[src/rtl/spi_ram_ctrl.sv]
// Command decoder and byte RAM behind the SPI slave. Reads return on tx_* one edge after the fetch edge, with no backpressure.
// An illegal read strobes cmd_err. Defining SPI_RAM_ADDR_AUTOINC_EN makes wr_addr/rd_addr post-increment after each write/read.
module spi_ram_ctrl #(
   parameter int MEM_DEPTH = 256,
   parameter int ADDR_SIZE = 8
) (
   input  logic       clk,
   input  logic       rst_n,
   input  logic [9:0] rx_data,
   input  logic       rx_valid,
   output logic [7:0] tx_data,
   output logic       tx_valid,
   output logic       cmd_err
);

   typedef enum logic [1:0] {
      IDLE     = 2'd0,
      RD_ARMED = 2'd1,
      RD_FETCH = 2'd2,
      RD_RESP  = 2'd3
   } state_t;

   localparam logic [1:0] CMD_WR_ADDR = 2'b00;
   localparam logic [1:0] CMD_WR_DATA = 2'b01;
   localparam logic [1:0] CMD_RD_ADDR = 2'b10;
   localparam logic [1:0] CMD_RD_DATA = 2'b11;

   state_t               state;
   logic [ADDR_SIZE-1:0] wr_addr;
   logic [ADDR_SIZE-1:0] rd_addr;
   logic [7:0]           mem [MEM_DEPTH];
   logic [7:0]           mem_q;

   logic [1:0]           cmd;
   logic [7:0]           payload;
   logic [ADDR_SIZE-1:0] payload_addr;
   logic [ADDR_SIZE-1:0] wr_idx;
   logic [ADDR_SIZE-1:0] rd_idx;
   logic                 wr_en;
   logic                 rd_launch;
   logic                 rd_illegal;

   assign cmd          = rx_data[9:8];
   assign payload      = rx_data[7:0];
   assign payload_addr = rx_data[ADDR_SIZE-1:0];

   // Stored addresses keep all ADDR_SIZE bits; only the array index wraps.
   assign wr_idx = ADDR_SIZE'(int'(wr_addr) % MEM_DEPTH);
   assign rd_idx = ADDR_SIZE'(int'(rd_addr) % MEM_DEPTH);

   assign wr_en      = rst_n && rx_valid && (cmd == CMD_WR_DATA);
   assign rd_launch  = rst_n && rx_valid && (cmd == CMD_RD_DATA) && (state == RD_ARMED);
   assign rd_illegal = rx_valid && (cmd == CMD_RD_DATA) && (state != RD_ARMED);

`ifdef SPI_RAM_ADDR_AUTOINC_EN
   function automatic logic [ADDR_SIZE-1:0] addr_inc(input logic [ADDR_SIZE-1:0] a);
      return (int'(a) >= MEM_DEPTH - 1) ? '0 : a + ADDR_SIZE'(1);
   endfunction
`endif

   // Unreset storage; nonblocking read and write give read-before-write on a shared edge.
   always_ff @(posedge clk) begin
      if (wr_en)
         mem[wr_idx] <= payload;
      if (rd_launch)
         mem_q <= mem[rd_idx];
   end

   always_ff @(posedge clk) begin
      if (!rst_n) begin
         state    <= IDLE;
         wr_addr  <= '0;
         rd_addr  <= '0;
         tx_data  <= 8'h00;
         tx_valid <= 1'b0;
         cmd_err  <= 1'b0;
      end else begin
         tx_valid <= 1'b0;
         cmd_err  <= rd_illegal;

         case (state)
            IDLE: begin
               if (rx_valid && cmd == CMD_RD_ADDR)
                  state <= RD_ARMED;
            end
            RD_ARMED: begin
               if (rd_launch)
                  state <= RD_FETCH;
            end
            RD_FETCH: begin
               tx_data  <= mem_q;
               tx_valid <= 1'b1;
               state    <= RD_RESP;
            end
            RD_RESP: begin
               state <= RD_ARMED;
            end
            default: state <= IDLE;
         endcase

         // An explicit address load always wins over a post-increment.
         if (rx_valid && cmd == CMD_WR_ADDR)
            wr_addr <= payload_addr;
`ifdef SPI_RAM_ADDR_AUTOINC_EN
         else if (wr_en)
            wr_addr <= addr_inc(wr_addr);
`endif

         if (rx_valid && cmd == CMD_RD_ADDR)
            rd_addr <= payload_addr;
`ifdef SPI_RAM_ADDR_AUTOINC_EN
         else if (rd_launch)
            rd_addr <= addr_inc(rd_addr);
`endif
      end
   end

endmodule
[config.mk]
export PLATFORM = sky130hd
export DESIGN_NAME = spi_ram_ctrl
export DESIGN_NICKNAME = d
export VERILOG_FILES = /design/src/rtl/spi_ram_ctrl.sv
export SDC_FILE = /design/constraint.sdc
export NUM_CORES = 2
export LEC_CHECK = 0
export ABC_AREA = 0
export CORE_UTILIZATION = 55
export DETAILED_ROUTE_END_ITERATION = 12
export PLACE_DENSITY = 0.7
export SYNTH_ARGS = -nofsm -noshare
export SYNTH_HDL_FRONTEND = slang
export SYNTH_SLANG_ARGS = --single-unit
[constraint.sdc]
create_clock -name clk -period 5.4 [get_ports clk]
set_input_delay 0.81 -clock clk [delete_from_list [all_inputs] [get_ports clk]]
set_output_delay 0.81 -clock clk [all_outputs]
set_load 0.02 [all_outputs]
**Yosys cells after proc, flatten, opt, wreduce, memory -nomap -nowiden**

Memories as Yosys holds them, arrays and structs flattened. A register that Yosys moved wholly into a read port is not among the register bits.
Index checks and enable logic that the tools add are counted.

- Bitwise operators: 0
- $lt $le $gt $ge: 0
- Shifts and indexed selects: 0
- Multiplexer cells: 6
- Equal/unequal tests: 9
- Add/sub/neg operators: 0
- Multipliers: 0
- Div/mod/pow operators: 0
- Reductions and logical operators: 11

Operator list:

| cell | count |
|---|---|
| $eq 2x2->1 const B | 4 |
| $logic_and 1x1->1 | 8 |
| $pmux 2 s4 | 1 |
| $eq 2x1->1 const B | 2 |
| $logic_not 2->1 | 2 |
| $mux 2 | 2 |
| $ne 2x2->1 const B | 2 |
| $mux 1 | 3 |
| $ne 2x1->1 const B | 1 |
| $reduce_and 2->1 | 1 |

- Memories kept: 1
- Bits in writable memories: 2,048
- Latch bits: 0
- Flip-flop bits (word level): 28
- ROM bits: 0
- Logic and storage cells: 33

Memory list:

| memory | words | bits a word | read ports | clocked after memory_dff | write ports | line | text |
|---|---|---|---|---|---|---|---|
| mem | 256 | 8 | 1 | 1 | 1 | 31 | `logic [7:0] mem [MEM_DEPTH];` |

**Longest topological paths before layout**

- Word-level depth: 5
- Depth in mapped cells: 12
- Mapped depth without buffers: 7

**Worst setup path before layout**

OpenSTA, ideal clock, no wires.

- Path type: input -> register
- Start point: in rx_data[9]
- End point: mem mem[101][0] (enable)
- Path slack: 2,795 ps
- Required time: 5,030 ps
- Buffers on the path: 3
- Arrival time: 2,235 ps
- Stages: 6
- Cell sequence: clkbuf_1 -> nor2_1 -> clkbuf_1 -> nand3_1 -> clkbuf_1 -> nor2_1

- Longest elaborated chain between the ends: 4

RTL lines:

| item | line | text |
|---|---|---|
| start, declared | 9 | `input logic [9:0] rx_data,` |
| $eq 2x1->1 | 51 | `assign wr_en = rst_n && rx_valid && (cmd == CMD_WR_DATA);` |
| $logic_and 1x1->1 | 51 |  |
| $mux 1 | 63 | `if (wr_en)` |
| $mux 1 (not written as such) | 64 | `mem[wr_idx] <= payload;` |
| end, declared | 31 |  |

Every way passes these cells.

==> flow_summary.toml <==
[run_status]
outcome = "completed"

[route]
vias = 40600
ant_nets = 0
wirelength_um = 197000
viasPerCell = 6.63
dr.pass1.iters = 5
wire_per_inst_um = 32.2
drc = 0
dr.first_iter.drc_count = 5669

[sta]
layout_min_cycle_time_ps = 4380
rsz0062_at_grt = "false"
max-slew-margin-rel_pct = 9.35
whs_ps = 522
finalHoldViolCount = 0
setup_violations = 0
max_freq_mhz = 228
tightest_slew_ps = 1360
final.period_utilization_pct = 81.2
skew_ps = 39.9
slew_viol_final = 0
final.setup.tns_ps = 0

[clock_tree]
cts_sinks = 2084
cts-root-buf = "clkbuf_16"
cts_max_path_buffers = 3
cts_resized = 0
clkLatencyLatePin_ps = 850
cts_tree = "done"
htreeDepth = 4
cts_setup_buffers = 0
cts.hold.buffers_added = 0
numCtsBuffers = 199
clk_pin_slew_worst_paths_ps = 60

[global_routing]
grt_pass1_vias = 40100
grt-ovfl-total = 0
grtUsageTotal_pct = 26.5
antenna_found_initial = 3
grt_start_max_net_pins = 161
grt_pass1_wl_um = 286000

[min_path]
min_from = "tx_data[4]$_SDFFE_PN0P_"
hold_class = "reg -> reg"

[synth]
synth_cell_types = 62
yosysWarnings = 0
postSynth.asyncResetShare_pct = 0
yosys-top-cells-count = "edfxtp_1, mux4_2, nor2_1"
synth_seq_cells = 2084
synth_nets = 3986
syn_area_per_cell_um2 = 20.5
synth_ff_type = "edfxtp_1"
synth_area_um2 = 81500
yosysSeqAreaShare_pct = 76.5
synthTopCellsByArea = "edfxtp_1, mux4_2, mux2i_1"
yosysMostFrequentCell = "edfxtp_1"
synth_edf_count = 2056
synth_top_area_share_pct = 75.8
yosys.area.top_type = "edfxtp_1"
syn_inst = 3969

[finish]
stdcell_count = 6132
antenna_cells = 0
layout-drive-gt1-share_pct = 19.4
layout-area-overhead-vs-synth_pct = 10.3
fin_nets = 4067
design_area_um2 = 89800

[power]
leakagePower_uw = 0.0268
p_per_area_nw_per_um2 = 364
irDropWorstVdd_uv = 365

[placement]
port_buffers = 22
gp_congestion = 0.897
placed_area_um2 = 83400
dp.cells = 5766
dp_hpwl_um = 120000

[critical_path]
crit_family = "simple AND/OR/NAND/NOR gates"
cp-start-kind = "flop"
crit_fanout = 41
max_stage_delay_ps = 850
timing.rr.start = "rd_addr[3]$_SDFFE_PN0P_"
critPathBufInv = 1
worstPathCellList = "buf_4 > nand2_1 > nor2_1 > a22oi_1 > a311oi_1 > a211o_1 > o21ai_0 > nor3_1"
crit_required_ps = 6060
critPathCaptureType = "flop"
worst-setup-path-type = "reg -> reg"
critPathLaunch = "rd_addr[3]$_SDFFE_PN0P_"
cp.arrival_ps = 5050
worst_path_max_delay_cell = "dfxtp_4"

[flow_run]
cap_viol_max_count = 0

[floorplan]
die_area_um2 = 150000
die_y_um = 387
initial_core_util_pct = 55.7
ioPinCount = 23
coreArea_um2 = 146000
die-width_um = 387
rows = 140
## worst reg2reg max path, stage by stage, from the launching register on
cell	delay (ps)
dfxtp_4	850
buf_4	760
nand2_1	530
nor2_1	700
a22oi_1	190
a311oi_1	660
a211o_1	180
o21ai_0	100
nor3_1	230
## metal layers
metal  up-vias  global-route usage [%]  part of all wire [%]
met5         -                       0                0.0056
met4         2                    8.02                   2.9
met3       337                    6.19                    11
met2      2332                    39.8                    46
met1     21300                    39.0                    40
li1      16600                       -                     -
## stage by stage
step / utilization, % / worst slack, ps / power [uW]
global route: 61.4 / 1140 / 33500
CTS: 61.4 / 1290 / 32800
floorplan: - / 2800 / 18800
global placement: 57.0 / 1340 / 19300
detailed placement: 57.0 / 1330 / 19300
finish: 61.4 / 1020 / 32700
## cell usage in the layout, fill, tap and decap left out, types with 9 or more instances in the layout
master	netlist	layout
edfxtp_1	2056	2056
mux4_2	379	379
nor2_1	313	311
mux2i_1	231	231
clkbuf_16	0	200
a22oi_1	106	106
nand2_1	99	98
buf_4	33	88
a21oi_1	60	60
clkinv_1	1	46
clkbuf_1	103	43
o221ai_1	42	42
clkinv_2	0	40
nand3_1	33	33
nor2b_1	37	32
mux4_1	31	31
a221oi_1	29	29
o21ai_0	28	28
o22ai_1	28	28
nor3_1	22	22
a22o_1	22	22
dfxtp_1	28	22
bufinv_16	0	19
buf_12	13	18
a211oi_1	16	16
a2111oi_0	14	14
clkdlybuf4s50_1	0	14
o32ai_1	12	12
a21boi_0	12	12
clkbuf_8	0	11
nand2b_1	11	10
or3_1	9	9
## cells by family after synthesis
logic type / Yosys count / share of synthesized area, %
buf+inv: 252 / 2.19
flops: 2084 / 76.5
fa+ha+maj: 4 / 0.0614
simple gates: 557 / 2.95
mux: 648 / 14.4
compound gates: 424 / 3.90
## power by group
part | internal [uW] | leakage (uW) | switching, uW
registers | 17800 | 0.0187 | 43.0
clock network | 7760 | 0.00313 | 5940
logic | 361 | 0.00494 | 791
## worst paths after layout
path                             endpoint  slack, ps  cells past startpoint
setup / recovery       mem_q[3]$_DFFE_PP_       1020                      8
hold / removal    tx_data[4]$_SDFFE_PN0P_        520                      2
setup reg to reg       mem_q[3]$_DFFE_PP_       1020                      8
hold reg to reg   tx_data[4]$_SDFFE_PN0P_        520                      2
## layout make-up
type	count	area, um2
clock inverters	120	1170
repair buffers	128	1270
multi-input cells	1633	17400
clock buffers	246	5210
inverters	4	15.0
fillers	9890	56500
well taps	1917	2400
flip-flops and latches	2084	62300
## state kept, by name, summed over array words and instances, names as in the netlist
| register | cells |
|---|---|
| state | 2 |
| rd_addr | 8 |
| wr_addr | 8 |
| cmd_err | 1 |
| tx_data | 8 |
| mem_q | 8 |
| mem | 2048 |
| tx_valid | 1 |
(Power assumes the default switching activity.)
==> variant: new RTL, same flow settings <==
Add an input register stage for `rx_data` and `rx_valid`, without a reset; this delays them by one clock.
--- a/src/rtl/spi_ram_ctrl.sv
+++ b/src/rtl/spi_ram_ctrl.sv
@@ -26,4 +26,12 @@
    localparam logic [1:0] CMD_RD_DATA = 2'b11;
 
+   logic [9:0] rx_data_q;
+   logic rx_valid_q;
+
+   always_ff @(posedge clk) begin
+      rx_data_q  <= rx_data;
+      rx_valid_q <= rx_valid;
+   end
+
    state_t               state;
    logic [ADDR_SIZE-1:0] wr_addr;
@@ -41,7 +49,7 @@
    logic                 rd_illegal;
 
-   assign cmd          = rx_data[9:8];
-   assign payload      = rx_data[7:0];
-   assign payload_addr = rx_data[ADDR_SIZE-1:0];
+   assign cmd          = rx_data_q[9:8];
+   assign payload      = rx_data_q[7:0];
+   assign payload_addr = rx_data_q[ADDR_SIZE-1:0];
 
    // Stored addresses keep all ADDR_SIZE bits; only the array index wraps.
@@ -49,7 +57,7 @@
    assign rd_idx = ADDR_SIZE'(int'(rd_addr) % MEM_DEPTH);
 
-   assign wr_en      = rst_n && rx_valid && (cmd == CMD_WR_DATA);
-   assign rd_launch  = rst_n && rx_valid && (cmd == CMD_RD_DATA) && (state == RD_ARMED);
-   assign rd_illegal = rx_valid && (cmd == CMD_RD_DATA) && (state != RD_ARMED);
+   assign wr_en      = rst_n && rx_valid_q && (cmd == CMD_WR_DATA);
+   assign rd_launch  = rst_n && rx_valid_q && (cmd == CMD_RD_DATA) && (state == RD_ARMED);
+   assign rd_illegal = rx_valid_q && (cmd == CMD_RD_DATA) && (state != RD_ARMED);
 
 `ifdef SPI_RAM_ADDR_AUTOINC_EN
@@ -81,5 +89,5 @@
          case (state)
             IDLE: begin
-               if (rx_valid && cmd == CMD_RD_ADDR)
+               if (rx_valid_q && cmd == CMD_RD_ADDR)
                   state <= RD_ARMED;
             end
@@ -100,5 +108,5 @@
 
          // An explicit address load always wins over a post-increment.
-         if (rx_valid && cmd == CMD_WR_ADDR)
+         if (rx_valid_q && cmd == CMD_WR_ADDR)
             wr_addr <= payload_addr;
 `ifdef SPI_RAM_ADDR_AUTOINC_EN
@@ -107,5 +115,5 @@
 `endif
 
-         if (rx_valid && cmd == CMD_RD_ADDR)
+         if (rx_valid_q && cmd == CMD_RD_ADDR)
             rd_addr <= payload_addr;
 `ifdef SPI_RAM_ADDR_AUTOINC_EN
Check against the original RTL: not settled (the Yosys comparison gave no result); the edit may change what the design does.
==> variant against the original RTL <==
Via count is 0.95% lower. Area after synthesis is 0.27% higher. Design area is 0.49% higher. Worst hold slack worse by 0.12 ns. Core utilization is 0.21 points lower. Die area is 0.27% higher. Sequential cell count is 11 higher. Combinational power is 4% lower. Total power is 1.3% higher. Critical path type unchanged. Largest power group unchanged. Wire length is 1.3% lower. Synthesized cell count is 0.28% higher. Setup slack worse by 0.029 ns. First-iteration DRC count is 7.1% lower.
==> variant: results (changes against the original RTL) <==
run_status:
  status: "finished clean"  # unchanged
synth:
  synth.area.mux_share_pct: 14.4  # about the same
  synthArstFlopShare_pct: 0  # unchanged
  synth_fp_nets: 3997  # was 3986
  ys_top_cells_by_count: "edfxtp_1, mux4_2, nor2_1, mux2i_1, a22oi_1"  # unchanged
  synth-seq-area-share_pct: 76.6  # was 76.5%
  synth_compound_area_share_pct: 3.89  # was 3.90%
  synth_fa_ha_area_share_pct: 0.0613  # was 0.0614%
  ys_types: 62  # unchanged
  synthTopCellsByArea: "edfxtp_1, mux4_2, mux2i_1"  # unchanged
  synth_xor_area_share_pct: 0  # unchanged
finish:
  largest_reg_flops: 2048  # unchanged
  reg_top3: "mem: 2048 flops, rx_data_q: 10 flops"
  drive_gt1_share_pct: 19.4  # about the same
  nets: 4077  # was 4067
min_path:
  hold_class: "in2reg"  # was reg2reg
critical_path:
  slowest_stage: "o311ai_1"  # was dfxtp_4
  cp_max_fo: 39  # was 41
  crit_family: "compound AO/OA/AOI/OAI gates"  # was simple AND/OR/NAND/NOR gates
  max_stage_delay_ns: 0.97  # was 0.85 ns
place:
  gp_congestion: 0.889  # was 0.897
  pre_cts_slack_ns: 0.613  # was 1.33 ns
  port_buffers: 22  # unchanged
  dp_hpwl_um: 118000  # was 120000 µm
clock_tree:
  htreeDepth: 4  # unchanged
  postCtsSetupBuffers: 0  # unchanged
  cts_made_buffers: 200  # was 199
  root_buffer: "clkbuf_16"  # unchanged
  insertion_delay_ns: 0.86
  ctsLongestPathBuffers: 3  # unchanged
  clk_pin_slew_ns: 0.06  # about the same
pwr:
  switching_share_pct: 20.8  # was 20.7%
  pg_seq_mw: 18.0
  intPower_mw: 26.2  # was 25.9 mW
  vdd_ir_drop_max_mv: 0.382  # was 0.365 mV
  p_comb_mw: 1.10  # was 1.15 mW
  p_leak_nw: 26.9  # was 26.8 nW
route:
  dr_wl_met2_um: 91200  # about the same
  drt_pass1_iterations: 7  # was 5
  wl_per_cell_um: 31.6  # was 32.2 µm
  wl_met1_um: 77500  # was 79100 µm
  drt-initial-drc-count: 5269  # was 5669
  top_layer: "met5"  # unchanged
  route.vias.total: 40300  # was 40.6k
  wl_met3_um: 19700  # was 21200 µm
timing:
  tightest_slew_ns: 1.16  # was 1.36 ns
  worst_clock_skew_ns: 0.0442  # was 0.0399 ns
grt:
  grt_max_degree: 196  # was 161
  grtUsageTotal_pct: 26.1  # was 26.5%
  grt_pass1_wl_um: 281000  # was 286000 µm
-- variant: cell count changes in the layout (fill, tap and decap cells not counted), sizes merged, moves of 4 or more --
cell / unedited run / this run
inv: 12 / 16
dfxtp: 28 / 39
clkinvlp: 2 / 6
clkinv: 91 / 79
clkdlybuf4s50: 14 / 22
-- variant: per-layer routing --
| metal | vias up | GRT usage [%] |
|---|---|---|
| met5 | - | 0 |
| met4 | 4 | 8.72 |
| met3 | 337 | 5.89 |
| met2 | 2236 | 39.8 |
| met1 | 21000 | 37.7 |
| li1 | 16700 | - |
-- variant: path summary, 6_finish.rpt --
kind,start,end,slack [ns],depth (start not counted)
setup reg to reg,rd_addr[2]$_SDFFE_PN0P_,mem_q[0]$_DFFE_PP_,0.99,6
setup / recovery,rd_addr[2]$_SDFFE_PN0P_,mem_q[0]$_DFFE_PP_,0.99,6
hold reg to reg,mem_q[2]$_DFFE_PP_,tx_data[2]$_SDFFE_PN0P_,0.53,2
hold / removal,rx_data[2],rx_data_q[2]$_DFF_P_,0.41,1
-- variant: layout make-up --
class,instances,area (µm²)
sequential,2095,62600
fill,10000,57200
multi-input combinational,1633,17400
clock buffer,252,5300
tap,1930,2410
timing repair buffer,126,1260
clock inverter,118,1250
inverter,4,15.0
antenna,2,5.00
-- variant: through the flow --
step | hold WS, ns | cell area, µm² | cells
finish | 0.405 | 90200 | 6160
global route | 0.373 | 90200 | 6158
CTS | 0.347 | 90200 | 6158
detailed placement | 0.509 | 83700 | 5788
global placement | 0.489 | 83700 | 5788
floorplan | 0.479 | 81700 | 3980
